**config.mk**
```make
export PLATFORM = sky130hd
export DESIGN_NAME = onewire_master
export DESIGN_NICKNAME = d
export VERILOG_FILES = /design/src/rtl/onewire_master.sv
export SDC_FILE = /design/constraint.sdc
export NUM_CORES = 1
export LEC_CHECK = 0
export BUFFER_PORTS_ARGS = -buffer_cell sky130_fd_sc_hd__buf_2
export CORE_MARGIN = 1.5
export CORE_UTILIZATION = 30
export DETAILED_ROUTE_END_ITERATION = 10
export PLACE_DENSITY = 0.6
export SYNTH_ARGS = -nofsm -noshare
export SYNTH_HDL_FRONTEND = slang
export SYNTH_SLANG_ARGS = --single-unit
```
**constraint.sdc**
```tcl
create_clock -name clk -period 6 [get_ports clk]
set_input_delay 1.2 -clock clk [delete_from_list [all_inputs] [get_ports clk]]
set_output_delay 1.2 -clock clk [all_outputs]
set_load 0.005 [all_outputs]
```
**src/rtl/onewire_master.sv**
```systemverilog
`default_nettype none
// ============================================================================
//  Module      : onewire_master
//  Description : 1-Wire bus initiator. Runs one transaction per accepted
//                start: reset pulse with presence detect, ROM command byte,
//                optional ROM phase (read 64 / write 64 bits), then a data
//                write phase of DATA_BITS bits. Open-drain: the block only
//                ever pulls the bus low and samples the wired-AND level.
//  Ports       : clk, reset         - clock, synchronous active-high reset
//                bus_in             - raw bus level (1 = released)
//                master_pull_low    - 1 = drive bus low
//                start              - transaction request (IDLE only)
//                cmd/rom_tx/data_tx - command, Match ROM ID, payload
//                busy/done          - activity flag, end-of-transaction pulse
//                no_presence        - no presence pulse seen (valid at done)
//                cmd_invalid        - unknown ROM command (valid at done)
//                rom_rx             - ROM ID captured under Read ROM
//  Revision    : 1.0 - initial release
// ============================================================================
module onewire_master #(
   parameter int CLKS_PER_US = 50,
   parameter int DATA_BITS   = 64
) (
   input  logic        clk,
   input  logic        reset,
   input  logic        bus_in,
   output logic        master_pull_low,
   input  logic        start,
   input  logic [7:0]  cmd,
   input  logic [63:0] rom_tx,
   input  logic [63:0] data_tx,
   output logic        busy,
   output logic        done,
   output logic        no_presence,
   output logic        cmd_invalid,
   output logic [63:0] rom_rx
);

   localparam int              c_ps_w         = (CLKS_PER_US > 1) ? $clog2(CLKS_PER_US) : 1;
   localparam logic [c_ps_w-1:0] c_ps_last    = c_ps_w'(CLKS_PER_US - 1);
   localparam logic [8:0]      c_us_rst_last  = 9'd479;
   localparam logic [8:0]      c_us_slot_last = 9'd69;
   localparam logic [8:0]      c_us_presence  = 9'd70;
   localparam logic [8:0]      c_us_rd_sample = 9'd15;
   localparam logic [8:0]      c_us_short     = 9'd6;
   localparam logic [8:0]      c_us_long      = 9'd60;
   localparam logic [6:0]      c_data_last    = 7'(DATA_BITS - 1);

   typedef enum logic [2:0] {
      S_IDLE     = 3'd0,
      S_RST_LOW  = 3'd1,
      S_RST_WAIT = 3'd2,
      S_CMD      = 3'd3,
      S_ROM_RD   = 3'd4,
      S_ROM_WR   = 3'd5,
      S_DATA_WR  = 3'd6,
      S_DONE     = 3'd7
   } state_t;

   state_t              r_state;
   state_t              w_state_next;

   logic                r_bus_meta;
   logic                r_bus_sync;
   logic [c_ps_w-1:0]   r_ps;
   logic [8:0]          r_us;
   logic [6:0]          r_bit;
   logic [7:0]          r_cmd;
   logic [63:0]         r_rom_tx;
   logic [63:0]         r_data_tx;
   logic                r_presence;
   logic                r_pull;
   logic                r_no_presence;
   logic                r_cmd_invalid;
   logic [63:0]         r_rom_rx;

   logic                w_tick;
   logic                w_on_us;
   logic                w_in_slot;
   logic                w_slot_end;
   logic                w_rst_end;
   logic                w_restart;
   logic                w_pull;
   logic                w_load;
   logic                w_set_np;
   logic                w_set_ci;
   logic                w_bit_step;
   logic                w_rx_we;

   // The prescaler wraps on w_tick; w_on_us marks the first clock of each
   // microsecond so that "sample at t" happens exactly once.
   assign w_tick     = (r_ps == c_ps_last);
   assign w_on_us    = (r_ps == '0);
   assign w_in_slot  = (r_state == S_CMD) || (r_state == S_ROM_RD) ||
                       (r_state == S_ROM_WR) || (r_state == S_DATA_WR);
   assign w_slot_end = w_in_slot && (r_us == c_us_slot_last) && w_tick;
   assign w_rst_end  = (r_us == c_us_rst_last) && w_tick;
   assign w_restart  = (w_state_next != r_state) || (r_state == S_IDLE) || w_slot_end;

   always_comb begin
      w_state_next = r_state;
      w_pull       = 1'b0;
      w_load       = 1'b0;
      w_set_np     = 1'b0;
      w_set_ci     = 1'b0;
      w_bit_step   = 1'b0;
      w_rx_we      = 1'b0;
      case (r_state)
         S_IDLE: begin
            if (start) begin
               w_load       = 1'b1;
               w_state_next = S_RST_LOW;
            end
         end
         S_RST_LOW: begin
            w_pull = 1'b1;
            if (w_rst_end) w_state_next = S_RST_WAIT;
         end
         S_RST_WAIT: begin
            if (w_rst_end) begin
               if (r_presence) begin
                  w_state_next = S_CMD;
               end else begin
                  w_set_np     = 1'b1;
                  w_state_next = S_DONE;
               end
            end
         end
         S_CMD: begin
            w_pull = (r_us < (r_cmd[r_bit[2:0]] ? c_us_short : c_us_long));
            if (w_slot_end) begin
               if (r_bit == 7'd7) begin
                  case (r_cmd)
                     8'h33:   w_state_next = S_ROM_RD;
                     8'h55:   w_state_next = S_ROM_WR;
                     8'hCC:   w_state_next = S_DATA_WR;
                     default: begin
                        w_set_ci     = 1'b1;
                        w_state_next = S_DONE;
                     end
                  endcase
               end else begin
                  w_bit_step = 1'b1;
               end
            end
         end
         S_ROM_RD: begin
            w_pull  = (r_us < c_us_short);
            w_rx_we = (r_us == c_us_rd_sample) && w_on_us;
            if (w_slot_end) begin
               if (r_bit == 7'd63) w_state_next = S_DATA_WR;
               else                w_bit_step   = 1'b1;
            end
         end
         S_ROM_WR: begin
            w_pull = (r_us < (r_rom_tx[r_bit[5:0]] ? c_us_short : c_us_long));
            if (w_slot_end) begin
               if (r_bit == 7'd63) w_state_next = S_DATA_WR;
               else                w_bit_step   = 1'b1;
            end
         end
         S_DATA_WR: begin
            w_pull = (r_us < (r_data_tx[r_bit[5:0]] ? c_us_short : c_us_long));
            if (w_slot_end) begin
               if (r_bit == c_data_last) w_state_next = S_DONE;
               else                      w_bit_step   = 1'b1;
            end
         end
         S_DONE:  w_state_next = S_IDLE;
         default: w_state_next = S_IDLE;
      endcase
   end

   always_ff @(posedge clk) begin
      if (reset) r_state <= S_IDLE;
      else       r_state <= w_state_next;
   end

   // Bus synchronizer resets to the released level.
   always_ff @(posedge clk) begin
      if (reset) begin
         r_bus_meta <= 1'b1;
         r_bus_sync <= 1'b1;
      end else begin
         r_bus_meta <= bus_in;
         r_bus_sync <= r_bus_meta;
      end
   end

   // Time base: restarts on every state change and every slot boundary.
   // The bit counter clears on phase change only and advances per slot.
   always_ff @(posedge clk) begin
      if (reset) begin
         r_ps  <= '0;
         r_us  <= '0;
         r_bit <= '0;
      end else begin
         if (w_restart) begin
            r_ps <= '0;
            r_us <= '0;
         end else if (w_tick) begin
            r_ps <= '0;
            r_us <= r_us + 9'd1;
         end else begin
            r_ps <= r_ps + 1'b1;
         end
         if (w_state_next != r_state) r_bit <= '0;
         else if (w_bit_step)         r_bit <= r_bit + 7'd1;
      end
   end

   // The pull is registered so the pad sees a glitch-free drive; the
   // uniform one-cycle lag leaves every pulse width unchanged.
   always_ff @(posedge clk) begin
      if (reset) begin
         r_pull        <= 1'b0;
         r_cmd         <= '0;
         r_rom_tx      <= '0;
         r_data_tx     <= '0;
         r_presence    <= 1'b0;
         r_no_presence <= 1'b0;
         r_cmd_invalid <= 1'b0;
         r_rom_rx      <= '0;
      end else begin
         r_pull <= w_pull;
         if (w_load) begin
            r_cmd         <= cmd;
            r_rom_tx      <= rom_tx;
            r_data_tx     <= data_tx;
            r_presence    <= 1'b0;
            r_no_presence <= 1'b0;
            r_cmd_invalid <= 1'b0;
         end
         if ((r_state == S_RST_WAIT) && (r_us == c_us_presence) && w_on_us && !r_bus_sync)
            r_presence <= 1'b1;
         if (w_set_np) r_no_presence <= 1'b1;
         if (w_set_ci) r_cmd_invalid <= 1'b1;
         if (w_rx_we)  r_rom_rx[r_bit[5:0]] <= r_bus_sync;
      end
   end

   assign master_pull_low = r_pull;
   assign busy            = (r_state != S_IDLE) && (r_state != S_DONE);
   assign done            = (r_state == S_DONE);
   assign no_presence     = r_no_presence;
   assign cmd_invalid     = r_cmd_invalid;
   assign rom_rx          = r_rom_rx;

endmodule
`default_nettype wire

```
==> reports/metrics.yaml, run 1 <==
floorplanning:
  core-area_um2: 34400
  rows: 68
  initial_utilization_pct: 30.4
  die_x_um: 190
  die_area_um2: 36000
  design.portCount: 209
  die_y_um: 190
yosys:
  synth_edf_count: 0
  synthFlopType: "dfxtp_1"
  synthCells: 1311
  synth_largest_area_cell: "dfxtp_1"
  synth_cell_types: 64
  synth_seq_cells: 231
  synthArstFlopShare_pct: 0
  synth_area_um2: 10400
  ys_warn_count: 0
  synth_area_leaders: "dfxtp_1, nand2_1, a21oi_1"
  synth-seq-area-share_pct: 44.3
  syn_avg_cell_area_um2: 7.97
  synth_nets: 1467
  synth_top_area_share_pct: 44.3
global_route:
  grt_max_degree: 128
  grt_pass1_vias: 9167
  antenna_found_initial: 0
  grt_use_total_pct: 17.9
  grt_pass1_wl_um: 51100
  grt.overflow.total: 0
finish:
  area_growth_pct: 21.7
  mostFrequentLayoutCells: "nand2_1, dfxtp_1, buf_2"
  design_area_um2: 12700
  utilization_pct: 37.0
  n_antenna_cell: 0
  nFillCells: 3618
  nNetsFinal: 1612
  layout_commonest_cell: "nand2_1"
  layout-drive-gt1-share_pct: 21.1
worst_setup_path:
  worstSetupStartpointType: "flip-flop"
  worst-setup-path-type: "reg2reg"
  path_max_fanout: 44
  critPathBufInv: 2
  crit_start: "r_bit[2]$_SDFFE_PP0P_"
  critPathArrivalTime_ns: 4.95
  end_kind: "flip-flop"
  path_delay_family: "simple AND/OR/NAND/NOR gates"
  crit_path_top_delay_cell: "dfxtp_2"
  r2r_slack_ns: 1.52
  worstPathRequired_ns: 6.47
  path_common_cell: "o211ai_1"
  reg2reg_depth: 13
  crit_chain: "clkinv_1 > nor3_2 > a22oi_1 > a31o_2 > o211ai_1 > a2111oi_2 > inv_1 > ha_1 > a21o_1 > a21oi_1 > nor3b_1 > or3_1 > o211ai_1"
  r2r_end: "master_pull_low$_SDFF_PP0_"
  crit_path_max_incr_delay_ns: 1.00
  reg2reg_from: "r_bit[2]$_SDFFE_PP0P_"
pwr:
  pwr-share-comb_pct: 7.4
  swShare_pct: 23.4
  power.density_nw_per_um2: 289
  power_leakage_nw: 4.95
  ir_drop_v: 0.000192
  switchingPower_mw: 0.860
  total_power_mw: 3.67
  clkPwrFrac_pct: 48.0
  seq_power_share_pct: 44.6
  intPower_mw: 2.81
route:
  dr.pass1.iters: 5
  drt_iter0_markers: 1029
  antenna_left: 0
  vias: 9750
  routedWlPerCell_um: 17.1
  drcViolationCount: 0
  wl_um: 33000
  vias_per_cell: 5.05
flow_run:
  cap_violations: 0
timing:
  fin_crit_ns: 4.48
  fin_crit_sh_pct: 74.6
  slew_viol_final: 0
  relSlewSlack_pct: 31.3
  holdWs_ns: 0.411
  worstMarginPinSlew_ns: 1.03
  fmax_ghz: 0.223
  hold_viol_final: 0
  rsz0062_at_grt: "no"
  fin_tns_setup_ns: 0
  skew_ns: 0.0233
  setup_violations: 0
placement:
  placed_cell_area_um2: 11800
  hpwl_um: 23300
  globalplace.congestion: 0.873
  portBuffers: 208
clock_tree:
  cts_made_buffers: 26
  hold_buffers: 0
  insertion_delay_ns: 0.55
  cts_resized: 0
  clock_sinks: 231
  h-tree-depth: 1
  clk_pin_slew_ns: 0.07
  cts_tree: "done"
  post_cts_buffers: 0
  cts-root-buf: "clkbuf_16"
  clockBufferDepth: 3
worst_hold_path:
  holdPathEnd: "r_bus_sync$_SDFF_PP1_"
  hp-class: "reg2reg"
  hold_path_depth: 1
  hold_path.startpoint: "r_bus_meta$_SDFF_PP1_"
run_status:
  status: "finished clean"
## through the flow
| step | cells | worst slack [ns] |
|---|---|---|
| 6_report | 1931 | 1.52 |
| 3_5_place_dp | 1883 | 1.54 |
| 2_1_floorplan | 1311 | 2.86 |
| 5_1_grt | 1931 | 1.18 |
| 3_3_place_gp | 1883 | 1.79 |
| 4_1_cts | 1931 | 1.53 |
## sequential cells by signal (all words and copies together), names as in the netlist
name	flops
no_presence	1
r_state	3
r_bus_meta	1
r_data_tx	64
r_bit	7
master_pull_low	1
r_cmd	8
rom_rx	64
cmd_invalid	1
r_ps	6
r_rom_tx	64
r_us	9
r_bus_sync	1
r_presence	1
## cell type report
class / instances / area [µm²] / share of cell area [%]
Inverter: 16 / 60.1 / 0.472
Clock buffer: 37 / 772 / 6.07
Sequential cell: 231 / 4630 / 36.4
Multi-Input combinational cell: 963 / 5370 / 42.2
Clock inverter: 11 / 196 / 1.54
Tap cell: 455 / 569 / 4.48
Timing Repair Buffer: 218 / 1120 / 8.82
## logic make-up (layout without fill, tap and decap cells)
kind of cell               after synthesis  after routing  share of synthesized area, %
and+or+nand+nor                        573            573                          24.3
muxes                                   57             57                          7.18
DFF                                    231            231                          44.3
AOI/OAI and AO/OA                      299            299                          16.3
buffers and inverters                  117            282                          4.55
adders and majority gates               16             16                          1.92
xor gates and xnor gates                18             18                          1.51
## cell usage after synthesis (13+ instances only)
cell type	number
a21oi_1	198
a221oi_1	15
buf_2	23
clkbuf_1	72
dfxtp_1	231
ha_1	16
inv_1	14
mux2i_1	30
mux4_2	13
nand2_1	354
nand3_1	55
nand4_1	18
nor2_1	66
nor3_1	24
o21ai_0	38
## how the worst max path moves through the flow
stage	endpoint	slack, ns	depth (start not counted)
after floorplan	master_pull_low$_SDFF_PP0_	2.86	14
after global placement	master_pull_low$_SDFF_PP0_	1.79	13
after detailed placement	master_pull_low$_SDFF_PP0_	1.54	13
after CTS	master_pull_low$_SDFF_PP0_	1.53	13
after global routing	master_pull_low$_SDFF_PP0_	1.18	13
final	master_pull_low$_SDFF_PP0_	1.52	13
## layer usage
layer	global-route usage (%)	part of all wire [%]	vias up
met2	29.0	47	289
met3	3.03	6.2	48
met5	0	0	-
li1	-	-	4806
met4	4.70	2.2	0
met1	24.5	45	4607
## power by group through the flow
stage / Combinational [mW] / Clock (mW) / Sequential (mW)
after floorplan: 0.178 / 0 / 1.65
after global placement: 0.267 / 0 / 1.67
after detailed placement: 0.273 / 0 / 1.67
after CTS: 0.274 / 1.79 / 1.64
after global routing: 0.304 / 1.86 / 1.65
final: 0.270 / 1.76 / 1.64
No activity file was read; power rests on OpenSTA's default activity.
==> inputs of run 2 (changes only) <==
==> constraint.sdc (replaced) <==
create_clock -name clk -period 4.5 [get_ports clk]
set_input_delay 0.9 -clock clk [delete_from_list [all_inputs] [get_ports clk]]
set_output_delay 0.9 -clock clk [all_outputs]
set_load 0.005 [all_outputs]
==> reports/metrics.yaml, run 2 (synthesis gave the netlist of run 1 again) <==
timing:
  hold_viol_final: 0  # unchanged
  worstMarginPinSlew_ns: 1.12  # was 1.03 ns
  fin_tns_setup_ns: 0  # unchanged
  fin_crit_sh_pct: 83.1  # was 74.6%
  slew_viol_final: 0  # unchanged
  fin_crit_ns: 3.74  # was 4.48 ns
  setup_violations: 0  # unchanged
  relSlewSlack_pct: 25.6  # was 31.3%
  rsz0062_at_grt: "no"  # unchanged
  setup_ws_ns: 0.758  # was 1.52 ns
  skew_ns: 0.0182  # was 0.0233 ns
  fmax_ghz: 0.267  # was 0.223 GHz
pwr:
  clkPwrFrac_pct: 46.8  # was 48.0%
  intPower_mw: 3.64  # was 2.81 mW
  ir_drop_v: 0.000243  # was 0.000192 V
  power_leakage_nw: 4.96  # was 4.95 nW
  pwr-share-comb_pct: 7.5  # was 7.4%
  seq_power_share_pct: 45.7  # was 44.6%
  swShare_pct: 24.1  # was 23.4%
  switchingPower_mw: 1.16  # was 0.860 mW
  power.density_nw_per_um2: 378  # was 289 nW/µm²
worst_hold_path:
  hp-class: "reg2reg"  # unchanged
  hold_path_depth: 1  # unchanged
global_route:
  grt_use_total_pct: 18.4  # was 17.9%
  grt.overflow.total: 0  # unchanged
  grt_max_degree: 124  # was 128
  antenna_found_initial: 0  # unchanged
  grt_pass1_vias: 9458  # was 9167
  grt_pass1_wl_um: 52700  # was 51100 µm
finish:
  nFillCells: 3587  # was 3618
  layout_commonest_cell: "nand2_1"  # unchanged
  layout-drive-gt1-share_pct: 21.2  # was 21.1%
  nNetsFinal: 1618  # was 1612
  area_growth_pct: 21.7  # unchanged
  mostFrequentLayoutCells: "nand2_1, dfxtp_1, buf_2"  # unchanged
  n_antenna_cell: 0  # unchanged
flow_run:
  cap_violations: 0  # unchanged
clock_tree:
  clk_pin_slew_ns: 0.06  # was 0.07 ns
  cts_tree: "done"  # unchanged
  cts-root-buf: "clkbuf_16"  # unchanged
  h-tree-depth: 1  # unchanged
  post_cts_buffers: 0  # unchanged
  clockBufferDepth: 3  # unchanged
  insertion_delay_ns: 0.54  # was 0.55 ns
  cts_made_buffers: 26  # unchanged
  hold_buffers: 0  # unchanged
  cts_resized: 0  # unchanged
  clock_sinks: 231  # unchanged
floorplanning:
  die_x_um: 190  # unchanged
  die_y_um: 190  # unchanged
  design.portCount: 209  # unchanged
  rows: 68  # unchanged
  initial_utilization_pct: 30.4  # unchanged
  die_area_um2: 36000  # unchanged
  core-area_um2: 34400  # unchanged
placement:
  globalplace.congestion: 0.843  # was 0.873
  hpwl_um: 23800  # was 23300 µm
  pre_cts_slack_ns: 0.755  # was 1.54 ns
  portBuffers: 208  # unchanged
worst_setup_path:
  reg2reg_depth: 13  # unchanged
  end_kind: "flip-flop"  # unchanged
  worstPathRequired_ns: 4.96  # was 6.47 ns
  worstSetupStartpointType: "flip-flop"  # unchanged
  path_max_fanout: 24  # was 44
  worst-setup-path-type: "reg2reg"  # unchanged
  critPathArrivalTime_ns: 4.20  # was 4.95 ns
route:
  vias_per_cell: 5.09  # was 5.05
  drt_iter0_markers: 837  # was 1029
  vias: 9851  # was 9750
  routedWlPerCell_um: 17.4  # was 17.1 µm
  wl_um: 33600  # was 33000 µm
  antenna_left: 0  # unchanged
  drcViolationCount: 0  # unchanged
  dr.pass1.iters: 5  # unchanged
run_status:
  status: "finished clean"  # unchanged
## run 2: worst paths after layout
path | from | end | slack [ns]
hold reg to reg | r_bus_meta$_SDFF_PP1_ | r_bus_sync$_SDFF_PP1_ | 0.41
setup reg to reg | r_bit[0]$_SDFFE_PP0P_ | master_pull_low$_SDFF_PP0_ | 0.76
setup / recovery | r_bit[0]$_SDFFE_PP0P_ | master_pull_low$_SDFF_PP0_ | 0.76
hold / removal | r_bus_meta$_SDFF_PP1_ | r_bus_sync$_SDFF_PP1_ | 0.41
## run 2: layer usage
layer	global-route usage, %	vias to the layer above	share of wire (%)
li1	-	4815	-
met1	25.6	4628	46
met5	0	-	0
met2	29.1	343	45
met3	2.66	65	6.0
met4	6.38	0	3.3
## run 2: critical path, stage by stage (launching register included)
cell and delay [ns]:
dfxtp_2 0.74, clkinv_1 0.51, a22oi_1 0.29, a21oi_1 0.12
o22ai_1 0.22, nor3_1 0.08, a2111oi_2 0.46, inv_1 0.15
ha_1 0.30, a21o_1 0.18, a21oi_1 0.14, nor3b_1 0.06
or3_1 0.32, o211ai_1 0.09
## run 2: per-stage QoR
step	utilization [%]	cell area, µm²	instances	total power, mW	hold slack [ns]
6_report	37.0	12700	1934	4.80	0.414
5_1_grt	37.0	12700	1934	4.98	0.451
4_1_cts	37.0	12700	1934	4.84	0.418
3_5_place_dp	34.4	11800	1889	2.60	0.400
3_3_place_gp	34.4	11800	1889	2.59	0.400
2_1_floorplan	-	10400	1311	2.44	0.389
## run 2: power groups by stage
stage	sequential, mW	combinational, mW	clock [mW]
5_1_grt	2.20	0.407	2.37
3_3_place_gp	2.24	0.356	0
4_1_cts	2.19	0.365	2.29
6_report	2.19	0.362	2.25
2_1_floorplan	2.21	0.238	0
3_5_place_dp	2.24	0.364	0
## run 2: layout make-up
cell class / instances / area (µm²) / share of cell area (%)
multi-input combinational: 963 / 5370 / 42.3
sequential: 231 / 4630 / 36.4
timing repair buffer: 224 / 1180 / 9.28
clock buffer: 35 / 734 / 5.77
tap: 455 / 569 / 4.48
clock inverter: 10 / 171 / 1.35
inverter: 16 / 60.1 / 0.472
==> inputs of run 3 (changes only) <==
--- a/config.mk
+++ b/config.mk
@@ -5,11 +5,12 @@
 export SDC_FILE = /design/constraint.sdc
 export NUM_CORES = 1
 export LEC_CHECK = 0
+export ABC_AREA = 1
 export BUFFER_PORTS_ARGS = -buffer_cell sky130_fd_sc_hd__buf_2
 export CORE_MARGIN = 1.5
 export CORE_UTILIZATION = 30
 export DETAILED_ROUTE_END_ITERATION = 10
-export PLACE_DENSITY = 0.6
+export PLACE_DENSITY = 0.61
 export SYNTH_ARGS = -nofsm -noshare
 export SYNTH_HDL_FRONTEND = slang
 export SYNTH_SLANG_ARGS = --single-unit
==> constraint.sdc (replaced) <==
create_clock -name clk -period 3.15 [get_ports clk]
set_input_delay 0.63 -clock clk [delete_from_list [all_inputs] [get_ports clk]]
set_output_delay 0.63 -clock clk [all_outputs]
set_load 0.005 [all_outputs]
==> reports/metrics.yaml, run 3 <==
yosys:
  synth_area_um2: 10500  # was 10400 µm²
  synth_area_leaders: "dfxtp_1, nand2_1, a21oi_1"  # unchanged
  synth_edf_count: 0  # unchanged
  ys_warn_count: 0  # unchanged
  synth-seq-area-share_pct: 44.2  # was 44.3%
  synthFlopType: "dfxtp_1"  # unchanged
  synth_top_area_share_pct: 44.2  # was 44.3%
  synth_largest_area_cell: "dfxtp_1"  # unchanged
  syn_avg_cell_area_um2: 6.93  # was 7.97 µm²
  synthArstFlopShare_pct: 0  # unchanged
  synth.most_common_cell: "nand2_1"  # unchanged
  synth_nets: 1666  # was 1467
  synthCells: 1510  # was 1311
  synth_cell_types: 36  # was 64
  synth_seq_cells: 231  # unchanged
  ys_top_cells_by_count: "nand2_1, dfxtp_1, a21oi_1"  # unchanged
timing:
  fin_crit_sh_pct: 83.7  # was 83.1%
  hold_viol_final: 0  # unchanged
  rsz0062_at_grt: "no"  # unchanged
  fin_tns_setup_ns: 0  # unchanged
  fin_crit_ns: 2.64  # was 3.74 ns
  worstMarginPinSlew_ns: 0.754  # was 1.12 ns
  slew_viol_final: 0  # unchanged
  fmax_ghz: 0.379  # was 0.267 GHz
  skew_ns: 0.00687  # was 0.0182 ns
  setup_violations: 0  # unchanged
  relSlewSlack_pct: 49.8  # was 25.6%
finish:
  utilization_pct: 37.4  # was 37.0%
  mostFrequentLayoutCells: "nand2_1, dfxtp_1, a21oi_1"  # was nand2_1, dfxtp_1, buf_2
  area_growth_pct: 23.2  # was 21.7%
  layout-drive-gt1-share_pct: 17.7  # was 21.2%
  fin_cells: 2156  # was 1934
  nFillCells: 3672  # was 3587
  layout_commonest_cell: "nand2_1"  # unchanged
  nNetsFinal: 1839  # was 1618
  design_area_um2: 12900  # was 12700 µm²
flow_run:
  cap_violations: 0  # unchanged
worst_setup_path:
  worstPathRequired_ns: 3.56  # was 4.96 ns
  end_kind: "flip-flop"  # unchanged
  critPathArrivalTime_ns: 3.04  # was 4.20 ns
  reg2reg_from: "r_bit[1]$_SDFFE_PP0P_"  # was r_bit[0]$_SDFFE_PP0P_
  endpoint: "master_pull_low$_SDFF_PP0_"  # unchanged
  worstSetupStartpointType: "flip-flop"  # unchanged
  r2r_slack_ns: 0.51  # was 0.76 ns
  crit_start: "r_bit[1]$_SDFFE_PP0P_"  # was r_bit[0]$_SDFFE_PP0P_
  worst-setup-path-type: "reg2reg"  # unchanged
  path_max_fanout: 14  # was 24
  r2r_end: "master_pull_low$_SDFF_PP0_"  # unchanged
  reg2reg_depth: 16  # was 13
route:
  wl_um: 33200  # was 33600 µm
  antenna_left: 0  # unchanged
  routedWlPerCell_um: 15.4  # was 17.4 µm
  drt_iter0_markers: 638  # was 837
  vias_per_cell: 4.81  # was 5.09
  dr.pass1.iters: 6  # was 5
  vias: 10400  # was 9851
  drcViolationCount: 0  # unchanged
run_status:
  status: "finished clean"  # unchanged
clock_tree:
  clockBufferDepth: 3  # unchanged
  cts_tree: "done"  # unchanged
  h-tree-depth: 1  # unchanged
  clk_pin_slew_ns: 0.06  # about the same
  insertion_delay_ns: 0.53  # was 0.54 ns
  post_cts_buffers: 0  # unchanged
  cts-root-buf: "clkbuf_16"  # unchanged
  hold_buffers: 0  # unchanged
  cts_resized: 0  # unchanged
  cts_made_buffers: 26  # unchanged
  clock_sinks: 231  # unchanged
pwr:
  ir_drop_v: 0.000386  # was 0.000243 V
  power.density_nw_per_um2: 542  # was 378 nW/µm²
  power_leakage_nw: 5.78  # was 4.96 nW
placement:
  portBuffers: 208  # unchanged
  hpwl_um: 23700  # was 23800 µm
  placed_cell_area_um2: 12000  # was 11800 µm²
  globalplace.congestion: 0.899  # was 0.843
  placed_cells: 2110  # was 1889
floorplanning:
  design.portCount: 209  # unchanged
  die_area_um2: 36000  # about the same
  rows: 68  # unchanged
  die_y_um: 190  # about the same
  die_x_um: 190  # about the same
  initial_utilization_pct: 30.4  # about the same
  core-area_um2: 34500  # was 34400 µm²
worst_hold_path:
  hp-class: "in2reg"  # was reg2reg
global_route:
  grt_max_degree: 94  # was 124
  antenna_found_initial: 0  # unchanged
  grt_pass1_vias: 9715  # was 9458
  grt_use_total_pct: 17.9  # was 18.4%
  grt_pass1_wl_um: 51600  # was 52700 µm
  grt.overflow.total: 0  # unchanged
run 3: cell types whose count changed in the layout (fill, tap and decap cells not counted), moves of 13 or more:
cell      before  now
nand2_1      353  318
o21ai_0       38  185
mux2i_1       30    0
inv_1         14  151
nand3_1       55   98
mux4_2        13    0
a221oi_1      15    0
nor2_1        66  138
run 3: routing by layer:
metal | GRT usage, % | vias to the layer above | wire length [µm]
li1 | - | 5247 | -
met3 | 2.20 | 53 | 1790
met2 | 29.1 | 316 | 15100
met4 | 5.19 | 0 | 866
met1 | 24.8 | 4749 | 15500
met5 | 0 | - | 0
run 3: worst min-delay path by stage:
stage	from	endpoint	slack (ns)	cells past startpoint
floorplan	r_bus_meta$_SDFF_PP1_	r_bus_sync$_SDFF_PP1_	0.39	1
global route	bus_in	r_bus_meta$_SDFF_PP1_	0.26	2
global placement	r_bus_meta$_SDFF_PP1_	r_bus_sync$_SDFF_PP1_	0.40	1
finish	bus_in	r_bus_meta$_SDFF_PP1_	0.28	2
CTS	bus_in	r_bus_meta$_SDFF_PP1_	0.26	2
detailed placement	r_bus_meta$_SDFF_PP1_	r_bus_sync$_SDFF_PP1_	0.40	1
run 3: power by group:
part           internal, mW  total, mW  leakage (nW)  switching, mW
clock network          2.02       3.26         0.459           1.24
registers              3.07       3.12          1.89         0.0497
logic                 0.209      0.603          3.43          0.394
total                  5.30       6.98          5.78           1.68
run 3: layout make-up:
type | count | area (µm²) | share of cell area (%)
repair buffers | 233 | 1250 | 9.73
inverters | 156 | 588 | 4.56
clock buffers | 35 | 766 | 5.94
flip-flops and latches | 231 | 4630 | 35.9
multi-input cells | 1035 | 4920 | 38.2
clock inverters | 10 | 158 | 1.22
well taps | 455 | 569 | 4.42
diodes | 1 | 2.50 | 0.0194
run 3: cell families (layout without fill, tap and decap cells):
logic type / after synthesis / after routing / share of synthesized area [%]
AND/OR/NAND/NOR: 600 / 600 / 24.1
AO/OA/AOI/OAI: 404 / 404 / 19.5
buffers and inverters: 244 / 434 / 9.02
flip-flops: 231 / 231 / 44.2
adder cells (fa/ha/maj): 16 / 16 / 1.91
XOR/XNOR: 15 / 15 / 1.26
other: 0 / 1 / 0
run 3: stage by stage:
step | setup slack, ns | hold WS [ns] | power [mW]
floorplan | 0.833 | 0.389 | 3.55
global placement | 0.580 | 0.398 | 3.77
detailed placement | 0.576 | 0.401 | 3.78
CTS | 0.560 | 0.257 | 7.05
global route | 0.228 | 0.263 | 7.26
finish | 0.514 | 0.276 | 6.98
run 3: critical path: stages, from the launching register on:
cell and delay, ns:
dfxtp_1 0.43, clkinv_1 0.13, nor2_2 0.51, nand2_1 0.16, o22ai_1 0.20, nor2_1 0.06
nand2_1 0.14, ha_1 0.17, nand2_1 0.06, inv_1 0.05, nand3_1 0.07, nand2_1 0.07
nand2_1 0.05, a21oi_1 0.13, nand3_1 0.12, nor2_1 0.11, nor2_1 0.04
